[src/rtl/mem_port_arbiter_if.sv]
// Valid/ready request and response channel between a requester and a memory port.
// master: the side that issues requests and consumes responses.
// slave:  the side that accepts requests and produces responses.
interface mem_port_arbiter_if #(
   parameter int AddrWidth = 32,
   parameter int DataWidth = 32
);
   logic                   req_valid;
   logic                   req_ready;
   logic [AddrWidth-1:0]   req_addr;
   logic                   req_we;
   logic [DataWidth-1:0]   req_wdata;
   logic [DataWidth/8-1:0] req_wstrb;
   logic                   rsp_valid;
   logic                   rsp_ready;
   logic [DataWidth-1:0]   rsp_rdata;

   modport master (
      output req_valid, req_addr, req_we, req_wdata, req_wstrb, rsp_ready,
      input  req_ready, rsp_valid, rsp_rdata
   );

   modport slave (
      input  req_valid, req_addr, req_we, req_wdata, req_wstrb, rsp_ready,
      output req_ready, rsp_valid, rsp_rdata
   );
endinterface

[src/rtl/mem_port_arbiter.sv]
// Shares one memory port between instruction fetch (I) and load/store (D).
// Round-robin grant, request held stable under backpressure, in-order
// responses routed back through a small order FIFO of requester ids.
//
// state   | meaning
// --------+---------------------------------------------------------------
// ST_OPEN | no request pending; winner chosen round-robin each cycle
// ST_HELD | a request was presented but not accepted; r_owner keeps the port
module mem_port_arbiter #(
   parameter int AddrWidth      = 32,
   parameter int DataWidth      = 32,
   parameter int MaxOutstanding = 4
) (
   input  logic                    clk_i,
   input  logic                    rst_i,
   mem_port_arbiter_if.slave       i_port,
   mem_port_arbiter_if.slave       d_port,
   mem_port_arbiter_if.master      mem_port,
   output logic                    err_o
);
   localparam int PtrW = (MaxOutstanding > 1) ? $clog2(MaxOutstanding) : 1;
   localparam int CntW = $clog2(MaxOutstanding + 1);
   localparam logic PORT_I = 1'b0;
   localparam logic PORT_D = 1'b1;

   typedef enum logic {ST_OPEN, ST_HELD} state_t;

   state_t                  r_state, w_state_nxt;
   logic                    r_owner, w_owner_nxt;
   logic                    r_last, w_last_nxt;
   logic [MaxOutstanding-1:0] r_fifo;
   logic [PtrW-1:0]         r_wr_ptr, r_rd_ptr;
   logic [CntW-1:0]         r_count;
   logic                    r_err;

   logic w_run, w_can_issue, w_winner, w_sel, w_sel_valid;
   logic w_mem_valid, w_push, w_pop, w_empty, w_head;

   function automatic logic [PtrW-1:0] ptr_inc(input logic [PtrW-1:0] p);
      return (p == PtrW'(MaxOutstanding - 1)) ? '0 : p + PtrW'(1);
   endfunction

   // Outputs are forced quiet while reset is held, even with requesters still valid.
   assign w_run       = ~rst_i;
   assign w_can_issue = (r_count < CntW'(MaxOutstanding));

   // Round-robin winner among the currently valid requesters.
   always_comb begin
      w_winner = ~r_last;
      if (i_port.req_valid && !d_port.req_valid)
         w_winner = PORT_I;
      else if (d_port.req_valid && !i_port.req_valid)
         w_winner = PORT_D;
   end

   assign w_sel       = (r_state == ST_HELD) ? r_owner : w_winner;
   assign w_sel_valid = w_sel ? d_port.req_valid : i_port.req_valid;
   assign w_mem_valid = w_run & w_can_issue & w_sel_valid;
   assign w_push      = w_mem_valid & mem_port.req_ready;

   assign mem_port.req_valid = w_mem_valid;
   assign mem_port.req_addr  = w_sel ? d_port.req_addr  : i_port.req_addr;
   assign mem_port.req_we    = w_sel ? d_port.req_we    : i_port.req_we;
   assign mem_port.req_wdata = w_sel ? d_port.req_wdata : i_port.req_wdata;
   assign mem_port.req_wstrb = w_sel ? d_port.req_wstrb : i_port.req_wstrb;

   // req_ready depends only on registered count and the downstream ready, never on responses.
   assign i_port.req_ready = w_run & mem_port.req_ready & w_can_issue & (w_sel == PORT_I);
   assign d_port.req_ready = w_run & mem_port.req_ready & w_can_issue & (w_sel == PORT_D);

   // Lock/round-robin next state: stall locks the owner, acceptance releases it.
   always_comb begin
      w_state_nxt = r_state;
      w_owner_nxt = r_owner;
      w_last_nxt  = r_last;
      if (w_mem_valid && !mem_port.req_ready) begin
         w_state_nxt = ST_HELD;
         w_owner_nxt = w_sel;
      end else if (w_push) begin
         w_state_nxt = ST_OPEN;
         w_last_nxt  = w_sel;
      end
   end

   // Arbitration state register; last starts at I so D wins the first tie.
   always_ff @(posedge clk_i or posedge rst_i) begin
      if (rst_i) begin
         r_state <= ST_OPEN;
         r_owner <= PORT_I;
         r_last  <= PORT_I;
      end else begin
         r_state <= w_state_nxt;
         r_owner <= w_owner_nxt;
         r_last  <= w_last_nxt;
      end
   end

   assign w_empty = (r_count == '0);
   assign w_head  = r_fifo[r_rd_ptr];

   assign i_port.rsp_valid = w_run & ~w_empty & (w_head == PORT_I) & mem_port.rsp_valid;
   assign d_port.rsp_valid = w_run & ~w_empty & (w_head == PORT_D) & mem_port.rsp_valid;
   assign i_port.rsp_rdata = mem_port.rsp_rdata;
   assign d_port.rsp_rdata = mem_port.rsp_rdata;
   // An unexpected response with nothing outstanding is swallowed so the bus cannot hang.
   assign mem_port.rsp_ready = w_run & (w_empty | (w_head ? d_port.rsp_ready : i_port.rsp_ready));
   assign w_pop = mem_port.rsp_valid & mem_port.rsp_ready & ~w_empty;

   // Order FIFO of requester ids; push and pop in the same cycle leave count unchanged.
   always_ff @(posedge clk_i or posedge rst_i) begin
      if (rst_i) begin
         r_fifo   <= '0;
         r_wr_ptr <= '0;
         r_rd_ptr <= '0;
         r_count  <= '0;
      end else begin
         if (w_push) begin
            r_fifo[r_wr_ptr] <= w_sel;
            r_wr_ptr         <= ptr_inc(r_wr_ptr);
         end
         if (w_pop)
            r_rd_ptr <= ptr_inc(r_rd_ptr);
         if (w_push && !w_pop)
            r_count <= r_count + CntW'(1);
         else if (w_pop && !w_push)
            r_count <= r_count - CntW'(1);
      end
   end

   // Sticky error for a response that arrives with no request outstanding.
   always_ff @(posedge clk_i or posedge rst_i) begin
      if (rst_i)
         r_err <= 1'b0;
      else if (mem_port.rsp_valid && w_empty)
         r_err <= 1'b1;
   end

   assign err_o = r_err;
endmodule

[src/flat_wrapper.sv]
// flat-port wrapper written by rule: the top's interface ports become plain ports
module mem_port_arbiter_flat 
#(
   parameter int AddrWidth      = 32,
   parameter int DataWidth      = 32,
   parameter int MaxOutstanding = 4
)
  (clk_i, rst_i, err_o, i_port_req_valid, i_port_req_addr, i_port_req_we, i_port_req_wdata, i_port_req_wstrb, i_port_rsp_ready, i_port_req_ready, i_port_rsp_valid, i_port_rsp_rdata, d_port_req_valid, d_port_req_addr, d_port_req_we, d_port_req_wdata, d_port_req_wstrb, d_port_rsp_ready, d_port_req_ready, d_port_rsp_valid, d_port_rsp_rdata, mem_port_req_valid, mem_port_req_addr, mem_port_req_we, mem_port_req_wdata, mem_port_req_wstrb, mem_port_rsp_ready, mem_port_req_ready, mem_port_rsp_valid, mem_port_rsp_rdata);
  mem_port_arbiter_if #(.AddrWidth(AddrWidth), .DataWidth(DataWidth)) i_port_i ();
  mem_port_arbiter_if #(.AddrWidth(AddrWidth), .DataWidth(DataWidth)) d_port_i ();
  mem_port_arbiter_if #(.AddrWidth(AddrWidth), .DataWidth(DataWidth)) mem_port_i ();
  input  logic clk_i;
  input  logic rst_i;
  output logic err_o;
  input wire logic [$bits(i_port_i.req_valid)-1:0] i_port_req_valid;
  input wire logic [$bits(i_port_i.req_addr)-1:0] i_port_req_addr;
  input wire logic [$bits(i_port_i.req_we)-1:0] i_port_req_we;
  input wire logic [$bits(i_port_i.req_wdata)-1:0] i_port_req_wdata;
  input wire logic [$bits(i_port_i.req_wstrb)-1:0] i_port_req_wstrb;
  input wire logic [$bits(i_port_i.rsp_ready)-1:0] i_port_rsp_ready;
  output wire logic [$bits(i_port_i.req_ready)-1:0] i_port_req_ready;
  output wire logic [$bits(i_port_i.rsp_valid)-1:0] i_port_rsp_valid;
  output wire logic [$bits(i_port_i.rsp_rdata)-1:0] i_port_rsp_rdata;
  input wire logic [$bits(d_port_i.req_valid)-1:0] d_port_req_valid;
  input wire logic [$bits(d_port_i.req_addr)-1:0] d_port_req_addr;
  input wire logic [$bits(d_port_i.req_we)-1:0] d_port_req_we;
  input wire logic [$bits(d_port_i.req_wdata)-1:0] d_port_req_wdata;
  input wire logic [$bits(d_port_i.req_wstrb)-1:0] d_port_req_wstrb;
  input wire logic [$bits(d_port_i.rsp_ready)-1:0] d_port_rsp_ready;
  output wire logic [$bits(d_port_i.req_ready)-1:0] d_port_req_ready;
  output wire logic [$bits(d_port_i.rsp_valid)-1:0] d_port_rsp_valid;
  output wire logic [$bits(d_port_i.rsp_rdata)-1:0] d_port_rsp_rdata;
  output wire logic [$bits(mem_port_i.req_valid)-1:0] mem_port_req_valid;
  output wire logic [$bits(mem_port_i.req_addr)-1:0] mem_port_req_addr;
  output wire logic [$bits(mem_port_i.req_we)-1:0] mem_port_req_we;
  output wire logic [$bits(mem_port_i.req_wdata)-1:0] mem_port_req_wdata;
  output wire logic [$bits(mem_port_i.req_wstrb)-1:0] mem_port_req_wstrb;
  output wire logic [$bits(mem_port_i.rsp_ready)-1:0] mem_port_rsp_ready;
  input wire logic [$bits(mem_port_i.req_ready)-1:0] mem_port_req_ready;
  input wire logic [$bits(mem_port_i.rsp_valid)-1:0] mem_port_rsp_valid;
  input wire logic [$bits(mem_port_i.rsp_rdata)-1:0] mem_port_rsp_rdata;
  assign i_port_i.req_valid = i_port_req_valid;
  assign i_port_i.req_addr = i_port_req_addr;
  assign i_port_i.req_we = i_port_req_we;
  assign i_port_i.req_wdata = i_port_req_wdata;
  assign i_port_i.req_wstrb = i_port_req_wstrb;
  assign i_port_i.rsp_ready = i_port_rsp_ready;
  assign i_port_req_ready = i_port_i.req_ready;
  assign i_port_rsp_valid = i_port_i.rsp_valid;
  assign i_port_rsp_rdata = i_port_i.rsp_rdata;
  assign d_port_i.req_valid = d_port_req_valid;
  assign d_port_i.req_addr = d_port_req_addr;
  assign d_port_i.req_we = d_port_req_we;
  assign d_port_i.req_wdata = d_port_req_wdata;
  assign d_port_i.req_wstrb = d_port_req_wstrb;
  assign d_port_i.rsp_ready = d_port_rsp_ready;
  assign d_port_req_ready = d_port_i.req_ready;
  assign d_port_rsp_valid = d_port_i.rsp_valid;
  assign d_port_rsp_rdata = d_port_i.rsp_rdata;
  assign mem_port_req_valid = mem_port_i.req_valid;
  assign mem_port_req_addr = mem_port_i.req_addr;
  assign mem_port_req_we = mem_port_i.req_we;
  assign mem_port_req_wdata = mem_port_i.req_wdata;
  assign mem_port_req_wstrb = mem_port_i.req_wstrb;
  assign mem_port_rsp_ready = mem_port_i.rsp_ready;
  assign mem_port_i.req_ready = mem_port_req_ready;
  assign mem_port_i.rsp_valid = mem_port_rsp_valid;
  assign mem_port_i.rsp_rdata = mem_port_rsp_rdata;
  mem_port_arbiter #(.AddrWidth(AddrWidth), .DataWidth(DataWidth), .MaxOutstanding(MaxOutstanding)) u_core (.clk_i(clk_i), .rst_i(rst_i), .i_port(i_port_i), .d_port(d_port_i), .mem_port(mem_port_i), .err_o(err_o));
endmodule
[config.mk]
export PLATFORM = sky130hd
export DESIGN_NAME = mem_port_arbiter_flat
export DESIGN_NICKNAME = d
export VERILOG_FILES = /design/src/rtl/mem_port_arbiter_if.sv /design/src/rtl/mem_port_arbiter.sv /design/src/flat_wrapper.sv
export SDC_FILE = /design/constraint.sdc
export NUM_CORES = 1
export LEC_CHECK = 0
export ABC_CLOCK_PERIOD_IN_PS = 3000
export BUFFER_PORTS_ARGS = -buffer_cell sky130_fd_sc_hd__buf_2
export CORE_AREA = 2 2 123 125
export CTS_CLUSTER_DIAMETER = 150
export CTS_CLUSTER_SIZE = 40
export DETAILED_ROUTE_END_ITERATION = 16
export DIE_AREA = 0 0 125 127
export PLACE_DENSITY_LB_ADDON = 0.3
export REMOVE_ABC_BUFFERS = 1
export SYNTH_ARGS = -nofsm -noshare
export SYNTH_HDL_FRONTEND = slang
export SYNTH_SLANG_ARGS = --single-unit
[constraint.sdc]
create_clock -name clk_i -period 3 [get_ports clk_i]
set_input_delay 0.3 -clock clk_i [delete_from_list [all_inputs] [get_ports clk_i]]
set_output_delay 0.3 -clock clk_i [all_outputs]
set_load 0.02 [all_outputs]
=== Yosys cells after proc, flatten, opt, wreduce, memory -nomap -nowiden ===
Index checks and enable logic that the tools add are counted.

* Bits in registers: 15
* Input bits: 178
* Word-level logic and storage cells: 76

* Add/sub/neg operators: 4
* $lt $le $gt $ge: 4
* Equality and inequality tests: 2
* Muxes and demuxes: 20
* Bitwise operators: 22
* Reduce and logical (&&, ||, !) cells: 16

{| class="wikitable"
|+ Operator list
! operator !! count
|-
| $mux W32 || 2
|-
| $and A1 B1 Y1 || 15
|-
| $mux W1 || 10
|-
| $logic_and A1 B1 Y1 || 7
|-
| $lt A2 B3 Y1 const B || 2
|-
| $mux W3 || 2
|-
| $not A1 Y1 || 6
|-
| $logic_not A1 Y1 || 5
|-
| $add A2 B1 Y2 const B || 2
|-
| $bwmux W4 || 1
|-
| $eq A2 B2 Y1 const B || 2
|-
| $mux W2 || 2
|-
| $mux W4 || 1
|-
| $reduce_bool A2 Y1 || 2
|-
| $add A3 B1 Y3 const B || 1
|-
| $logic_not A3 Y1 || 1
|-
| $lt A3 B3 Y1 const B || 1
|-
| $sub A3 B1 Y3 const B || 1
|-
| $bmux W1 S2 || 1
|-
| $demux W1 S2 || 1
|-
| $ge A2 B1 Y1 const B || 1
|-
| $reduce_and A2 Y1 || 1
|-
| $or A1 B1 Y1 || 1
|}

=== Logic depth before layout (Yosys ltp) ===
Gate-level depths: netlist of the first run.

* Depth in word-level cells: 12
* Depth in mapped cells: 10
* Mapped depth without buffers: 10

=== Worst setup path before layout of the first run ===
No wires, ideal clock.

* Path type: reg2reg
* Start point: reg u_core.r_rd_ptr[0]
* End point: reg u_core.r_count[1]
* Setup time: 125 ps
* Arrival: 2,200 ps
* Slack: 675 ps
* Cell stages (with the launch flop): 9
* Path buffers: 0
* Clock period less this slack: 2,325 ps
* Cell sequence: dfrtp_1 -> mux4_2 -> mux2i_1 -> nor2_1 -> inv_1 -> ha_1 -> inv_1 -> fa_1 -> mux2_2

* Longest elaborated chain between the ends: 10

{| class="wikitable"
|+ RTL lines
! item !! line !! source
|-
| from (decl) || mem_port_arbiter.sv:32 || <nowiki>logic [PtrW-1:0] r_wr_ptr, r_rd_ptr;</nowiki>
|-
| from (signal assigned) || mem_port_arbiter.sv:122 || <nowiki>r_rd_ptr <= ptr_inc(r_rd_ptr);</nowiki>
|-
| $bmux W1 S2 * || mem_port_arbiter.sv:99 || <nowiki>assign w_head = r_fifo[r_rd_ptr];</nowiki>
|-
| $mux W1 (not written as such) * || mem_port_arbiter.sv:99 ||
|-
| $mux W1 * || mem_port_arbiter.sv:106 || <nowiki>assign mem_port.rsp_ready = w_run & (w_empty | (w_head ? d_port.rsp_ready : i_port.rsp_ready));</nowiki>
|-
| $or A1 B1 Y1 * || mem_port_arbiter.sv:106 ||
|-
| $and A1 B1 Y1 * || mem_port_arbiter.sv:106 ||
|-
| $and A1 B1 Y1 * (2 in series) || mem_port_arbiter.sv:107 || <nowiki>assign w_pop = mem_port.rsp_valid & mem_port.rsp_ready & ~w_empty;</nowiki>
|-
| $logic_not A1 Y1 || mem_port_arbiter.sv:123 || <nowiki>if (w_push && !w_pop)</nowiki>
|-
| $logic_and A1 B1 Y1 || mem_port_arbiter.sv:123 ||
|-
| $mux W3 or $reduce_bool A2 Y1 (tied branches) || n/a ||
|-
| to (signal assigned) || mem_port_arbiter.sv:124 || <nowiki>r_count <= r_count + CntW'(1);</nowiki>
|-
| to (signal assigned) || mem_port_arbiter.sv:126 || <nowiki>r_count <= r_count - CntW'(1);</nowiki>
|-
| to (decl) || mem_port_arbiter.sv:33 || <nowiki>logic [CntW-1:0] r_count;</nowiki>
|}

Mark *: on every way between the ends. The rest lies on a longest branch, timed or not. The select of a mux whose other input is x is not followed.
A chain may end at the register's enable or synchronous reset.

=== Worst setup path in the final report of the first run ===
Ends and elaborated chain as after synthesis.

==> results of run 1 <==
-- kinds of logic after synthesis --
group / Yosys count
DFF: 15
xor gates and xnor gates: 3
muxes: 80
AOI/OAI and AO/OA: 9
adders and majority gates: 8
buffers and inverters: 81
and+or+nand+nor: 22
-- placed cells by master, fill, tap and decap left out, drive strengths merged, types with 2 or more instances in the layout --
cell / instances
clkbuf: 4
nor2: 10
inv: 8
o21ai: 3
dfrtp: 15
ha: 6
nand2: 7
buf: 226
xor2: 2
mux2i: 2
mux2: 77
nor2b: 2
-- per-layer routing --
| metal | global-route usage, % | part of all wire, % | routed length [um] | vias to the layer above |
|---|---|---|---|---|
| met5 | 5.26 | 0.28 | 28 | - |
| met2 | 17.0 | 45 | 4540 | 183 |
| met4 | 1.50 | 0.19 | 19 | 2 |
| met3 | 7.16 | 15 | 1550 | 8 |
| li1 | - | - | - | 996 |
| met1 | 13.5 | 39 | 3870 | 1015 |
-- power breakdown --
group | switching [mW] | leakage, nW | internal, mW
clock | 0.0734 | 0.0382 | 0.179
sequential | 0.0866 | 0.181 | 0.301
combinational | 1.27 | 1.70 | 1.24
-- flip-flops by register name (all words and copies together) (netlist names) --
name / cells
u_core.err_o: 1
u_core.r_wr_ptr: 2
u_core.r_count: 3
u_core.r_owner: 1
u_core.r_last: 1
u_core.r_rd_ptr: 2
u_core.r_state: 1
u_core.r_fifo: 4
-- cell type report --
class	count	area share (%)
Clock buffer	4	2.35
Inverter	8	0.894
Multi-Input combinational cell	122	43.9
Sequential cell	15	11.2
Tap cell	184	6.86
Timing Repair Buffer	226	34.8
-- worst paths after layout --
kind	start	end	slack, ps	depth (start not counted)
min reg2reg	u_core.err_o	u_core.err_o	480	1
min	rst_i	u_core.err_o	130	3
max in group asynchronous	rst_i	u_core.r_wr_ptr[0]	2690	3
max	u_core.r_rd_ptr[0]	u_core.r_count[1]	490	8
min in group clk_i	mem_port_rsp_valid	u_core.err_o	320	3
max reg2reg	u_core.r_rd_ptr[0]	u_core.r_count[1]	490	8
-- per-stage QoR --
| step | utilization (%) | cell area, um2 | setup slack (ps) |
|---|---|---|---|
| after global placement | 22.7 | 3280 | 553 |
| final | 23.3 | 3360 | 489 |
| after global routing | 23.3 | 3360 | 319 |
| after CTS | 23.3 | 3360 | 450 |
| after detailed placement | 22.7 | 3280 | 455 |
| after floorplan | - | 1870 | -923 |
-- critical path, delay by kind of cell, from the launching register on --
| kind | cells | cell delay, ps |
|---|---|---|
| adder cells (fa/ha/maj) | 2 | 640 |
| AND/OR/NAND/NOR | 1 | 220 |
| buffers and inverters | 2 | 150 |
| flip-flops | 1 | 400 |
| multiplexers | 3 | 980 |
==> flow_summary.ini, run 1 <==
[status]
outcome = complete, no violations

[critical_path]
cpPeakStageDelay_ps = 550
cp_max_fo = 4
crit_chain = mux4_2 -> mux2i_1 -> nor2_1 -> inv_1 -> ha_1 -> inv_1 -> fa_1 -> mux2_2
crit_required_ps = 3120
crit_top_cell = inv_1
worstPathArrival_ps = 2630
worstSetupPathType = flop to flop
start_kind = flop
cp_slowest_cell = mux4_2
end_kind = flop

[synth]
ys.flop_type = dfrtp_1
synth_enable_flop_cells = 0
synth_commonest_cells = mux2_4 (68), buf_4 (65), dfrtp_1 (15), nor2_1 (10)
synth_cell_types = 27
synth_xor_area_share_pct = 1.07
yosysMostFrequentCell = mux2_4
netlist_area_um2 = 2450
synth-compound-area-share_pct = 2.91
synth_fa_ha_area_share_pct = 4.34
synth_top_family_by_area = multiplexers
synth_seq_area_share_pct = 15.3
syn_inst = 218
synth-simple-area-share_pct = 4.03
ys_seq_elements = 15
netlist.area_leader.share_pct = 41.7
synth-async-reset-ratio_pct = 100
syn_area_per_cell_um2 = 11.2
yosys_warnings = 0
synthMuxAreaShare_pct = 47.5
yosys-top-cells-area = mux2_4 (42%), buf_4 (20%), dfrtp_1 (15%)
synth_top_cell_by_area = mux2_4

[final_layout]
finalNonFillerCells = 559
fill_cells = 1575
nets = 561
register_area_um2 = 375
area_growth_pct = 37.0
drive_gt1_share_pct = 81.9
multi_input_comb_area_um2 = 1480
diodes = 0

[cts]
clock_latency_ps = 240
clkSlewWorstSetupHoldPaths_ps = 50
cts_made_buffers = 3
hold_buffers = 0
cts.sinks = 15
cts_buffer_depth = 2
cts_resized = 0
cts-root-buf = clkbuf_16
cts_setup_buffers = 0
htreeDepth = 1
cts_tree = built

[hold_path]
hold_path_class = input pin to asynchronous set/reset pin

[timing]
min_period_over_period_pct = 83.7
setup_viol = 0
hold_viol_final = 0
slew_headroom_pct = 55.6
fin_skew_ps = 0.958
timing.fmax_mhz = 398
rsz0062_at_grt = no
period_needed_ps = 2510
setup_tns_ps = 0
maxSlewViolCount = 0
hold_ws_ps = 129
worstMarginPinSlew_ps = 659

[floorplan]
num_rows = 44
core_um2 = 14400
die_width_um = 125
die_y_um = 127
initial_utilization_pct = 17.0
die-area_um2 = 15900
boundaryPins = 318

[drt]
routedWlPerCell_um = 17.9
drt-pass1-iter-count = 3
drtAntennaViolNets = 0
drc_errors = 0
drt_iter0_drc = 56
finalWirelength_um = 10000
vias = 2204
vias_per_cell = 3.94

[power]
p_leak_nw = 1.91
pwr_density_cell_nw_per_um2 = 939
power_mw = 3.15
ir_worst_vdd_uv = 422

[global_routing]
track_usage_pct = 11.3
antenna_found_initial = 0
overflow = 0
grt_pass1_wl_um = 13900
grt_max_degree = 26
grt_pass1_vias = 2214

[run]
max_cap_violations = 0

[placement]
gp_congestion = 0.840
port_buffers = 221
place_inst = 555
dpl.hpwl_um = 8640
Power figures use the tool's default switching activity.
==> run 2, diff against run 1 <==
--- a/config.mk
+++ b/config.mk
@@ -5,7 +5,7 @@
 export SDC_FILE = /design/constraint.sdc
 export NUM_CORES = 1
 export LEC_CHECK = 0
-export ABC_CLOCK_PERIOD_IN_PS = 3000
+export ABC_CLOCK_PERIOD_IN_PS = 2190
 export BUFFER_PORTS_ARGS = -buffer_cell sky130_fd_sc_hd__buf_2
 export CORE_AREA = 2 2 123 125
 export CTS_CLUSTER_DIAMETER = 150
==> constraint.sdc (replaced) <==
create_clock -name clk_i -period 2.19 [get_ports clk_i]
set_input_delay 0.219 -clock clk_i [delete_from_list [all_inputs] [get_ports clk_i]]
set_output_delay 0.219 -clock clk_i [all_outputs]
set_load 0.02 [all_outputs]
==> run 2 against run 1 <==
Compared with the run above: highest routed layer unchanged; non-clock buffer count increased by 18; sequential share of layout area decreased by 0.88 points; utilization increased by 2.1 points; critical path depth unchanged; routed wire length increased by 5.6%; clock power increased by 39%; largest power group unchanged; the flow now finishes with violations (setup timing); cell area increased by 8.9%; final cell count increased by 3.4%; hold slack improved by 33 ps; via count increased by 3.0%.
==> flow_summary.ini, run 2 (synthesized netlist as in run 1, its figures left out) <==
[status]
outcome = finished, violations left
violations = setup timing

[power]
comb_power_share_pct = 82.2
p_leak_nw = 2.05
internal-power_mw = 2.79
ir_worst_vdd_uv = 577
switching_share_pct = 43.3
power_switching_mw = 2.13
pwr_density_cell_nw_per_um2 = 1350
p_clk_share_pct = 7.1
seqPwrFrac_pct = 10.7

[critical_path]
reg2reg_from = u_core.r_rd_ptr[0]
crit_family = multiplexers
r2r_end = u_core.r_count[1]
worstPathArrival_ps = 2480
start_kind = flop
reg2reg_slack_ps = -170
cp_max_fo = 3
end_kind = flop
crit_path_start = u_core.r_rd_ptr[0]
cpPeakStageDelay_ps = 560
r2r_cells = 8
cp_slowest_cell = mux4_2
crit_required_ps = 2310
crit_chain = mux4_2 -> mux2i_4 -> nor2_2 -> inv_1 -> ha_2 -> inv_2 -> fa_2 -> mux2_2
worstSetupPathType = flop to flop
path_buf_inv = 2

[timing]
setup_viol = 2
maxSlewViolCount = 0
slew_headroom_pct = 74.8
worstMarginPinSlew_ps = 377
timing.fmax_mhz = 424
hold_viol_final = 0
fin_skew_ps = 4.84
rsz0062_at_grt = yes
finalWorstSetupSlack_ps = -167
period_needed_ps = 2360
min_period_over_period_pct = 108

[final_layout]
drive_gt1_share_pct = 84.8
top_register = u_core.r_fifo
area_growth_pct = 49.2
diodes = 0
layout_commonest_cell = buf_2
nets = 580
final_util_pct = 25.4
largest_register_ffs = 4
final_cell_mix = buf_2 (211), mux2_4 (68), buf_4 (18), dfrtp_1 (14), buf_6 (10)
reg_top3 = u_core.r_fifo: 4 flops, u_core.r_count: 3 flops

[floorplan]
die_width_um = 125
num_rows = 44
die_y_um = 127
boundaryPins = 318
die-area_um2 = 15900
initial_utilization_pct = 17.0
core_um2 = 14400

[global_routing]
grt_pass1_vias = 2143
track_usage_pct = 11.4
antenna_found_initial = 0
overflow = 0
grt_pass1_wl_um = 13900
grt_max_degree = 18

[cts]
clock_latency_ps = 240
cts.sinks = 15
cts-root-buf = clkbuf_16
clkSlewWorstSetupHoldPaths_ps = 50
cts_made_buffers = 3
hold_buffers = 0
cts_tree = built
cts_buffer_depth = 2
htreeDepth = 1

[drt]
drtAntennaViolNets = 0
routedWlPerCell_um = 18.3
vias = 2271
drt_iter0_drc = 75
vias_per_cell = 3.93
finalWirelength_um = 10600
drt-pass1-iter-count = 3
drc_errors = 0

[placement]
gp_congestion = 0.867
port_buffers = 221
preCtsSetupSlack_ps = -199
dpl.hpwl_um = 8630

[run]
max_cap_violations = 0

[hold_path]
hold_path_class = input pin to asynchronous set/reset pin
[run 2: cell types whose count changed in the layout (fill, tap and decap cells not counted), sizes merged]
cell	before	now
o21a	1	2
buf	226	242
clkbuf	4	6
[run 2: final cells by class]
| cell class | instances | area (um2) |
|---|---|---|
| flip-flops and latches | 15 | 377 |
| inverters | 8 | 30.0 |
| well taps | 184 | 230 |
| fillers | 1549 | 10800 |
| multi-input cells | 123 | 1520 |
| clock buffers | 4 | 78.8 |
| repair buffers | 244 | 1420 |
[run 2: per-stage QoR]
stage               std cells  power [mW]  instance area (um2)  hold WS, ps  setup TNS, ps
global route              578        5.20                 3660          203           -658
floorplan                 145        2.55                 1870          128        -111950
CTS                       574        4.65                 3500          157           -386
global placement          566        4.05                 3350          415           -268
detailed placement        566        4.09                 3350          414           -374
finish                    578        4.93                 3660          162           -269
[run 2: worst max-delay path by stage]
stage / slack [ps] / end / cells after the start
after floorplan: -1650 / mem_port_req_addr[25] / 3
after global placement: -150 / u_core.r_count[2] / 10
after detailed placement: -200 / u_core.r_count[2] / 10
after CTS: -200 / u_core.r_count[1] / 8
after global routing: -250 / u_core.r_count[1] / 8
final: -170 / u_core.r_count[1] / 8
[run 2: metal layers]
metal  global-route usage [%]  vias to the layer above  share of wire (%)
met2                     17.5                      179                 47
met5                     5.26                        -               0.27
met4                     1.31                        2               0.28
met3                     7.04                       12                 15
met1                     13.8                     1037                 38
li1                         -                     1041                  -
[run 2: worst register-to-register path: stages (launching register included)]
cell and delay (ps):
dfrtp_1 360, mux4_2 560, mux2i_4 220, nor2_2 110
inv_1 50, ha_2 180, inv_2 50, fa_2 420
mux2_2 270
[run 2: power by group through the flow]
stage | registers [mW] | logic (mW) | clock network [mW]
floorplan | 0.513 | 2.03 | 0
CTS | 0.517 | 3.77 | 0.362
finish | 0.526 | 4.05 | 0.351
detailed placement | 0.521 | 3.57 | 0
global route | 0.551 | 4.28 | 0.377
global placement | 0.514 | 3.54 | 0
[run 2: timing repair]
action	4_1_cts	5_1_grt
pin swaps	2	4
buffers inserted	3	1
resized for setup	7	27
endpoints found under the setup margin	7	26
gates cloned	1	3
